[src/rtl/seven_seg_scanner.sv]
// Two-digit common-anode scanner: capture, guard/show timing, LZB, decode.
// Optional blink support is built when SEVEN_SEG_SCANNER_BLINK_EN is defined.
module seven_seg_scanner #(
  parameter int SCAN_DIV  = 50000,
  parameter int GUARD_CYC = 500
`ifdef SEVEN_SEG_SCANNER_BLINK_EN
  ,
  parameter int BLINK_FRAMES = 250
`endif
) (
  input  logic       clk,
  input  logic       rst_n,
  input  logic [3:0] digit_lo,
  input  logic [3:0] digit_hi,
  input  logic       load,
  input  logic       lzb,
`ifdef SEVEN_SEG_SCANNER_BLINK_EN
  input  logic       blink,
`endif
  output logic [6:0] seg_n,
  output logic [1:0] an_n,
  output logic       frame_tick
);

  localparam int CW = $clog2(SCAN_DIV + 1);

  typedef enum logic [1:0] {
    GUARD_LO,
    SHOW_LO,
    GUARD_HI,
    SHOW_HI
  } state_e;

  state_e     state_q, state_d;
  logic [CW-1:0] cnt_q, cnt_d;
  logic [3:0] shadow_lo_q, shadow_lo_d;
  logic [3:0] shadow_hi_q, shadow_hi_d;
  logic [3:0] disp_lo_q, disp_lo_d;
  logic [3:0] disp_hi_q, disp_hi_d;
  logic [6:0] seg_q, seg_d;
  logic [1:0] an_q, an_d;
  logic       tick_q, tick_d;
  logic       last_cyc;
  logic       force_blank;

  function automatic logic [6:0] decode(input logic [3:0] d);
    case (d)
      4'd0:    decode = 7'b1000000;
      4'd1:    decode = 7'b1111001;
      4'd2:    decode = 7'b0100100;
      4'd3:    decode = 7'b0110000;
      4'd4:    decode = 7'b0011001;
      4'd5:    decode = 7'b0010010;
      4'd6:    decode = 7'b0000010;
      4'd7:    decode = 7'b1111000;
      4'd8:    decode = 7'b0000000;
      4'd9:    decode = 7'b0010000;
      default: decode = 7'b0111111;
    endcase
  endfunction

  always_comb begin
    if (state_q == GUARD_LO || state_q == GUARD_HI)
      last_cyc = (cnt_q == CW'(GUARD_CYC - 1));
    else
      last_cyc = (cnt_q == CW'(SCAN_DIV - 1));
    state_d = state_q;
    cnt_d   = cnt_q + CW'(1);
    if (last_cyc) begin
      cnt_d = '0;
      unique case (state_q)
        GUARD_LO: state_d = SHOW_LO;
        SHOW_LO:  state_d = GUARD_HI;
        GUARD_HI: state_d = SHOW_HI;
        SHOW_HI:  state_d = GUARD_LO;
      endcase
    end
    shadow_lo_d = load ? digit_lo : shadow_lo_q;
    shadow_hi_d = load ? digit_hi : shadow_hi_q;
    // Display latches only at slot boundaries so a lit digit never changes.
    disp_lo_d = (last_cyc && state_q == SHOW_HI) ? shadow_lo_q : disp_lo_q;
    disp_hi_d = (last_cyc && state_q == SHOW_LO) ? shadow_hi_q : disp_hi_q;
    tick_d = last_cyc && (state_q == SHOW_HI);
    an_d  = 2'b11;
    seg_d = 7'h7F;
    case (state_q)
      SHOW_LO: begin
        if (!force_blank) begin
          an_d  = 2'b10;
          seg_d = decode(disp_lo_q);
        end
      end
      SHOW_HI: begin
        if (!force_blank && !(lzb && disp_hi_q == 4'd0)) begin
          an_d  = 2'b01;
          seg_d = decode(disp_hi_q);
        end
      end
      default: ;
    endcase
  end

`ifdef SEVEN_SEG_SCANNER_BLINK_EN
  localparam int FW = $clog2(BLINK_FRAMES + 1);

  logic [FW-1:0] fcnt_q, fcnt_d;
  logic          phase_q, phase_d;

  assign force_blank = blink && phase_q;

  always_comb begin
    fcnt_d  = fcnt_q;
    phase_d = phase_q;
    if (!blink) begin
      fcnt_d  = '0;
      phase_d = 1'b0;
    end else if (tick_d) begin
      if (fcnt_q == FW'(BLINK_FRAMES - 1)) begin
        fcnt_d  = '0;
        phase_d = ~phase_q;
      end else begin
        fcnt_d = fcnt_q + FW'(1);
      end
    end
  end

  always_ff @(posedge clk or negedge rst_n) begin
    if (!rst_n) begin
      fcnt_q  <= '0;
      phase_q <= 1'b0;
    end else begin
      fcnt_q  <= fcnt_d;
      phase_q <= phase_d;
    end
  end
`else
  assign force_blank = 1'b0;
`endif

  always_ff @(posedge clk or negedge rst_n) begin
    if (!rst_n) begin
      state_q     <= GUARD_LO;
      cnt_q       <= '0;
      shadow_lo_q <= '0;
      shadow_hi_q <= '0;
      disp_lo_q   <= '0;
      disp_hi_q   <= '0;
      seg_q       <= 7'h7F;
      an_q        <= 2'b11;
      tick_q      <= 1'b0;
    end else begin
      state_q     <= state_d;
      cnt_q       <= cnt_d;
      shadow_lo_q <= shadow_lo_d;
      shadow_hi_q <= shadow_hi_d;
      disp_lo_q   <= disp_lo_d;
      disp_hi_q   <= disp_hi_d;
      seg_q       <= seg_d;
      an_q        <= an_d;
      tick_q      <= tick_d;
    end
  end

  assign seg_n      = seg_q;
  assign an_n       = an_q;
  assign frame_tick = tick_q;

endmodule

[config.mk]
export PLATFORM = sky130hd
export DESIGN_NAME = seven_seg_scanner
export DESIGN_NICKNAME = d
export VERILOG_FILES = /design/src/rtl/seven_seg_scanner.sv
export SDC_FILE = /design/constraint.sdc
export NUM_CORES = 1
export LEC_CHECK = 0
export BUFFER_PORTS_ARGS = -buffer_cell sky130_fd_sc_hd__buf_4
export CORE_MARGIN = 2
export CORE_UTILIZATION = 30
export CTS_BUF_LIST = sky130_fd_sc_hd__clkbuf_4
export DETAILED_ROUTE_END_ITERATION = 8
export PLACE_DENSITY = 0.56
export SYNTH_ARGS = -nofsm -noshare
export SYNTH_HDL_FRONTEND = slang
export SYNTH_SLANG_ARGS = --single-unit
[constraint.sdc]
create_clock -name clk -period 4.8 [get_ports clk]
set_input_delay 0.96 -clock clk [delete_from_list [all_inputs] [get_ports clk]]
set_output_delay 0.96 -clock clk [all_outputs]
set_load 0.01 [all_outputs]
[After elaboration in Yosys (flattened, before gate mapping)]
Memory sizes are Yosys's and may differ from the RTL's.
Index checks and enable logic that the tools add are counted.
Word-level totals
  output and inout port bits: 10
  RAM bits: 0
  ROM bits: 224
  input port bits: 12
  bits in latches: 0
  flip-flop bits (word level): 44
  memories: 2
Operators by class
  bitwise logic cells: 0
  divide/modulo/power cells: 0
  multiplexer cells: 7
  reductions and logical operators: 6
  multiply operators: 0
  $add $sub $neg: 1
  shift operators: 0
  $lt $le $gt $ge: 0
  equality and inequality tests: 5
Memories
  (no name shown): depth 16, bits a word 7, rd ports 1, clocked after Yosys merged registers in 0, write ports 0, RTL line 47  | case (d)
  (no name shown): depth 16, bits a word 7, rd ports 1, clocked after Yosys merged registers in 0, write ports 0, RTL line 47
Operator list (number)
  adder 16 x 1 -> 16 bit (second input constant): 1
  equality test 16 bit (second input constant): 1
  equality test 16 x 9 -> 1 bit (second input constant): 1
  two-way mux 16 bit: 1
  case mux 7 bit (2 select lines): 1
  case mux 2 bit (4 select lines): 1
  two-way mux 7 bit: 1
  equality test 2 bit (second input constant): 2
  logical NOT 4 bit: 1
  case mux 2 bit (2 select lines): 1
  logical AND 1 bit: 3
  equality test 2 x 1 -> 1 bit (second input constant): 1
  logical NOT 2 bit: 1
  two-way mux 2 bit: 1
  logical OR 1 bit: 1
  two-way mux 1 bit: 1

[Longest topological paths before layout]
  depth after elaboration: 4
  depth in mapped cells: 7
  gate-level depth less buffers: 6

[Least setup slack after synthesis]
No wires, ideal clock.
  path kind: flip-flop to flip-flop
  start: register cnt_q[3]
  end: register state_q[1]
  arrival time: 1.826 ns
  path slack: 2.849 ns
  cell stages (with the launch flop): 5
  data required time: 4.675 ns
  buffers on the path: 0
  cell sequence: dfrtp_1 > or4b_4 > nor4b_4 > o21a_1 > mux2_2
On the way
  word-level cells in the longest chain between the ends: 2
  elaborated cells between the ends (all ways): 3
Ends and longest elaborated chain
  start, declared: RTL line 35  | logic [CW-1:0] cnt_q, cnt_d;
  start signal, assigned: RTL line 153  | cnt_q <= cnt_d;
  equality test 16 bit or equality test 16 x 9 -> 1 bit (tied branches): RTL line 66, 64
  two-way mux 1 bit *: RTL line 63  | if (state_q == GUARD_LO || state_q == GUARD_HI)
  end signal, assigned: RTL line 152  | state_q <= state_d;
  end, declared: RTL line 34  | state_e state_q, state_d;
Every way passes the cells marked *; elsewhere a longest branch is shown, timed or not.
A chain may end at the register's enable or synchronous reset.

[Final worst setup path]
Ends and elaborated chain as after synthesis.

==> summary.txt <==
Status
  • Run status: complete, no violations

Synth
  • Synthesis-stage register bit count: 44
  • YS warnings: 0
  • Synth cell types: 37
  • Adder-cell share of the synthesized area: about a tenth
  • Avg Inst Size Synth: 10.7 sq um
  • Multiplexer area fraction after synthesis: 9.01%
  • Cell count after synthesis: 219
  • Synth Area in Simple Gates: 16.3%
  • Main combinational cell family by area after synthesis: simple AND/OR/NAND/NOR gates
  • Post-synthesis xor/xnor area fraction: roughly 5.2%
  • Area of the mapped netlist: 0.00235 sq mm
  • Syn_nets: 249
  • Synthesized-area fraction occupied by ao, oa, aoi and oai cells: 8.91%
  • Sequential cell area fraction in the yosys report: 47.4%

STA
  • Final setup fails: 0
  • Sum of negative setup slack: 0 ns
  • Number of slew-limit violations in the final report: 0
  • Minimum clock period after layout: 2.33 ns
  • Max transition margin: a little under two thirds
  • Setup clock skew after layout: 0.0183 ns
  • Hold violation total from the final report: 0
  • Final critical-path setup slack: around 2.5 ns
  • Actual slew at the worst max-slew pin: about 0.54 ns
  • Period Utilization, post-route: 48.4%
  • Max Freq: 430 MHz
  • Setup repair after global routing missed its margin: false

Clock network
  • Setup Fix Bufs, Post-CTS: 0
  • Post-cts repair resize count: 0
  • TritonCTS Buffers: 5
  • Clk Latency, worst-skew pair: 0.36 ns
  • Clock tree from TritonCTS: yes
  • TritonCTS Sinks: 44
  • Hold-fix buffer count after cts: 0
  • Clock-pin transition on the worst setup and hold timing paths: 0.13 ns
  • Buffer depth of the longest clock path: 2
  • H-tree depth: 2
  • Root buffer cell: sky130_fd_sc_hd__clkbuf_4

Pwr
  • Proportion of power drawn by combinational gates: 4.1%
  • Clock share of power: 31.0%
  • Total leakage power: around 1.1 nW
  • Switching power total: 0.128 mW
  • Power per Cell Area: 221 mW/mm^2
  • Internal power: ~0.46 mW
  • Switching share of total power: 21.9%
  • Highest ir drop seen on vdd: a little over 80 uV
  • Sequential share of power: 64.9%

Worst setup path
  • Worst reg2reg path endpoint: state_q[1]
  • Worst path arrival time: 2.57 ns
  • Start point of the critical path: cnt_q[3]
  • Endpoint class of the critical path: flop
  • Sort of element at the start of the critical path: flop
  • Setup slack of the worst register-to-register path: 2.47 ns
  • CP Class: reg -> reg
  • Launch point of the worst reg-to-reg path: cnt_q[3]
  • Data required time of the worst path: 5.04 ns
  • Highest fanout seen on the critical path: 14
  • Number of cells on the worst reg-to-reg path: 4
  • Critical Path Sink: state_q[1]

Placed design
  • Placer Congestion: 0.831
  • Cells after DPL: 334
  • Worst Setup Slack post-DPL: 2.47 ns
  • Detailed Place HPWL: between 3 and 4 mm
  • Port-buffer cells: 21
  • Placement Cell Area: 0.00260 sq mm

Floorplan
  • Die Outline Area: approximately 0.0085 sq mm
  • Die Width: 92.4 microns
  • Initial Utilization: a little under a third
  • Chip height: 92.4 microns
  • Ports: 22
  • Count of standard-cell rows: 32
  • Placeable Area: 0.00765 sq mm

Routing
  • Number of vias per cell: 4.86
  • Met2 routed wirelength: 2.08 mm
  • Average wire per standard cell: 12.7 microns
  • DRC violation total after the first TritonRoute iteration: 65
  • Uppermost metal layer occupied by signal nets: met4
  • Post-DRT Antenna Nets: 0
  • Met3 wirelength from detailed routing: 164 microns
  • Routed metal-1 wire length: between 2 and 2.5 mm
  • Via Count: approximately 1,700
  • DRC violation count after routing: 0
  • Pre-Repair DR Iteration Count: 5
  • Final wirelength: roughly 4.3 mm

Layout
  • Post-route cell area: 0.00266 sq mm
  • Count of nets after finishing: 269
  • Core occupancy in the finished layout: 34.7%
  • Area of the multi-input gates: 0.00115 sq mm
  • Fraction of layout cells with a size suffix above 1: 24.2%
  • Area taken by flip-flops and latches: between 0.001 and 0.0015 sq mm
  • Fill cell total of the finished layout: 791
  • Non-filler cells in the finished layout: 342
  • Area Growth Syn to Fin: 13.2%
  • Diodes inserted: 0

Run
  • Max_cap viols: 0

Global route
  • Largest net degree at the start of global routing: 45
  • Via count of the first global-routing pass: 1,649
  • Global-route wire length before repair: 7.68 mm
  • Antenna violations before repair: 0
  • Global router's overall resource usage: 11.2%
  • Aggregate global routing overflow: 0

Hold path
  • Number of instances on the worst hold path: 1
  • Min-Delay Path Class: reg -> reg
[per-layer routing]
| metal | up-vias | global-route usage (%) |
|---|---|---|
| met5 | - | 0 |
| met2 | 34 | 18.5 |
| met1 | 810 | 14.4 |
| li1 | 809 | - |
| met3 | 8 | 2.36 |
| met4 | 0 | 4.10 |
[how the worst min path moves through the flow]
stage / from / endpoint / slack [ns]
2_1_floorplan: cnt_q[0] / cnt_q[0] / 0.45
3_3_place_gp: cnt_q[0] / cnt_q[0] / 0.49
3_5_place_dp: shadow_hi_q[3] / disp_hi_q[3] / 0.49
4_1_cts: cnt_q[0] / cnt_q[0] / 0.51
5_1_grt: shadow_hi_q[1] / disp_hi_q[1] / 0.52
6_report: shadow_hi_q[1] / disp_hi_q[1] / 0.50
[layout make-up]
cell class,instances,share of cell area [%]
clock buffers,7,1.98
clock inverters,1,0.189
inverters,13,1.84
multi-input cells,154,43.4
flip-flops and latches,44,41.9
well taps,102,4.81
repair buffers,21,5.94
[sequential cells by signal, summed over array words and instances (netlist names)]
register,count
state_q,2
shadow_hi_q,4
disp_hi_q,4
an_n,2
frame_tick,1
cnt_q,16
shadow_lo_q,4
disp_lo_q,4
seg_n,7
[per-stage QoR]
step / hold slack, ns / total power, mW
2_1_floorplan: 0.451 / 0.396
3_3_place_gp: 0.489 / 0.413
3_5_place_dp: 0.489 / 0.414
4_1_cts: 0.507 / 0.601
5_1_grt: 0.524 / 0.619
6_report: 0.499 / 0.587
[cell families (layout without fill, tap and decap cells)]
kind of cell / Yosys count / count (layout)
AO/OA/AOI/OAI: 33 / 33
XOR/XNOR: 14 / 14
adder cells (fa/ha/maj): 18 / 18
buffers and inverters: 21 / 42
flip-flops: 44 / 44
multiplexers: 19 / 19
AND/OR/NAND/NOR: 70 / 70
[cell usage in the layout (no fill, tap or decap), types with 3 or more instances in the layout]
| cell | count |
|---|---|
| sky130_fd_sc_hd__xor2_1 | 4 |
| sky130_fd_sc_hd__o21ai_0 | 12 |
| sky130_fd_sc_hd__buf_4 | 21 |
| sky130_fd_sc_hd__inv_1 | 13 |
| sky130_fd_sc_hd__o211ai_1 | 6 |
| sky130_fd_sc_hd__ha_1 | 18 |
| sky130_fd_sc_hd__nor3_1 | 7 |
| sky130_fd_sc_hd__a21oi_1 | 5 |
| sky130_fd_sc_hd__nor2b_1 | 4 |
| sky130_fd_sc_hd__nor4_1 | 3 |
| sky130_fd_sc_hd__nand3_1 | 5 |
| sky130_fd_sc_hd__nor2_1 | 25 |
| sky130_fd_sc_hd__dfrtp_1 | 35 |
| sky130_fd_sc_hd__o221ai_1 | 3 |
| sky130_fd_sc_hd__dfstp_2 | 9 |
| sky130_fd_sc_hd__nand2_1 | 8 |
| sky130_fd_sc_hd__mux2_2 | 17 |
| sky130_fd_sc_hd__clkbuf_4 | 7 |
| sky130_fd_sc_hd__xnor2_1 | 10 |
| sky130_fd_sc_hd__nand4_1 | 4 |
[worst max-delay path, stage by stage, from the launching register on]
cell                      delay [ns]
sky130_fd_sc_hd__dfrtp_1        0.44
sky130_fd_sc_hd__or4b_4         0.57
sky130_fd_sc_hd__nor4b_4        0.33
sky130_fd_sc_hd__o21a_1         0.49
sky130_fd_sc_hd__mux2_2         0.39
[cell usage after synthesis]
master                     count  share of area [%]
sky130_fd_sc_hd__o221ai_1      3                1.1
sky130_fd_sc_hd__mux2_2       17                8.2
sky130_fd_sc_hd__a211oi_1      1               0.32
sky130_fd_sc_hd__xnor2_1      10                3.7
sky130_fd_sc_hd__a31oi_1       1               0.27
sky130_fd_sc_hd__clkbuf_1      7                1.1
sky130_fd_sc_hd__nor2_1       25                4.0
sky130_fd_sc_hd__or4b_4        1               0.59
sky130_fd_sc_hd__ha_1         18                9.6
sky130_fd_sc_hd__and4b_1       1               0.43
sky130_fd_sc_hd__inv_1        13                2.1
sky130_fd_sc_hd__a21oi_1       5                1.1
sky130_fd_sc_hd__xor2_1        4                1.5
sky130_fd_sc_hd__o31ai_1       2               0.64
sky130_fd_sc_hd__nand4_1       4                1.1
sky130_fd_sc_hd__nor4b_4       1                1.0
sky130_fd_sc_hd__nand2_1       8                1.3
sky130_fd_sc_hd__nor4_1        3               0.80
sky130_fd_sc_hd__o211ai_1      6                1.9
sky130_fd_sc_hd__o311ai_0      1               0.37
sky130_fd_sc_hd__a22oi_1       1               0.32
sky130_fd_sc_hd__nor3_1        7                1.5
sky130_fd_sc_hd__and3_1        2               0.53
sky130_fd_sc_hd__and4bb_2      1               0.53
sky130_fd_sc_hd__buf_4         1               0.32
sky130_fd_sc_hd__nor3b_1       2               0.64
sky130_fd_sc_hd__o21ai_0      12                2.6
sky130_fd_sc_hd__and2_1        1               0.27
sky130_fd_sc_hd__and4_1        1               0.37
sky130_fd_sc_hd__nand3_1       5                1.1
sky130_fd_sc_hd__mux2i_1       2               0.85
sky130_fd_sc_hd__o21a_1        1               0.32
sky130_fd_sc_hd__dfrtp_1      35                 37
sky130_fd_sc_hd__nor2b_1       4                1.1
sky130_fd_sc_hd__nand3b_1      2               0.64
sky130_fd_sc_hd__nand2b_1      2               0.53
sky130_fd_sc_hd__dfstp_2       9                 10
[power by group through the flow]
stage                     Clock [mW]  Combinational, mW  Sequential (mW)
after floorplan                    0            0.00956            0.387
after global placement             0             0.0252            0.388
after detailed placement           0             0.0259            0.388
after CTS                      0.194             0.0259            0.381
after global routing           0.209             0.0277            0.382
final                          0.182             0.0243            0.381
No activity file was read; power rests on OpenSTA's default activity.
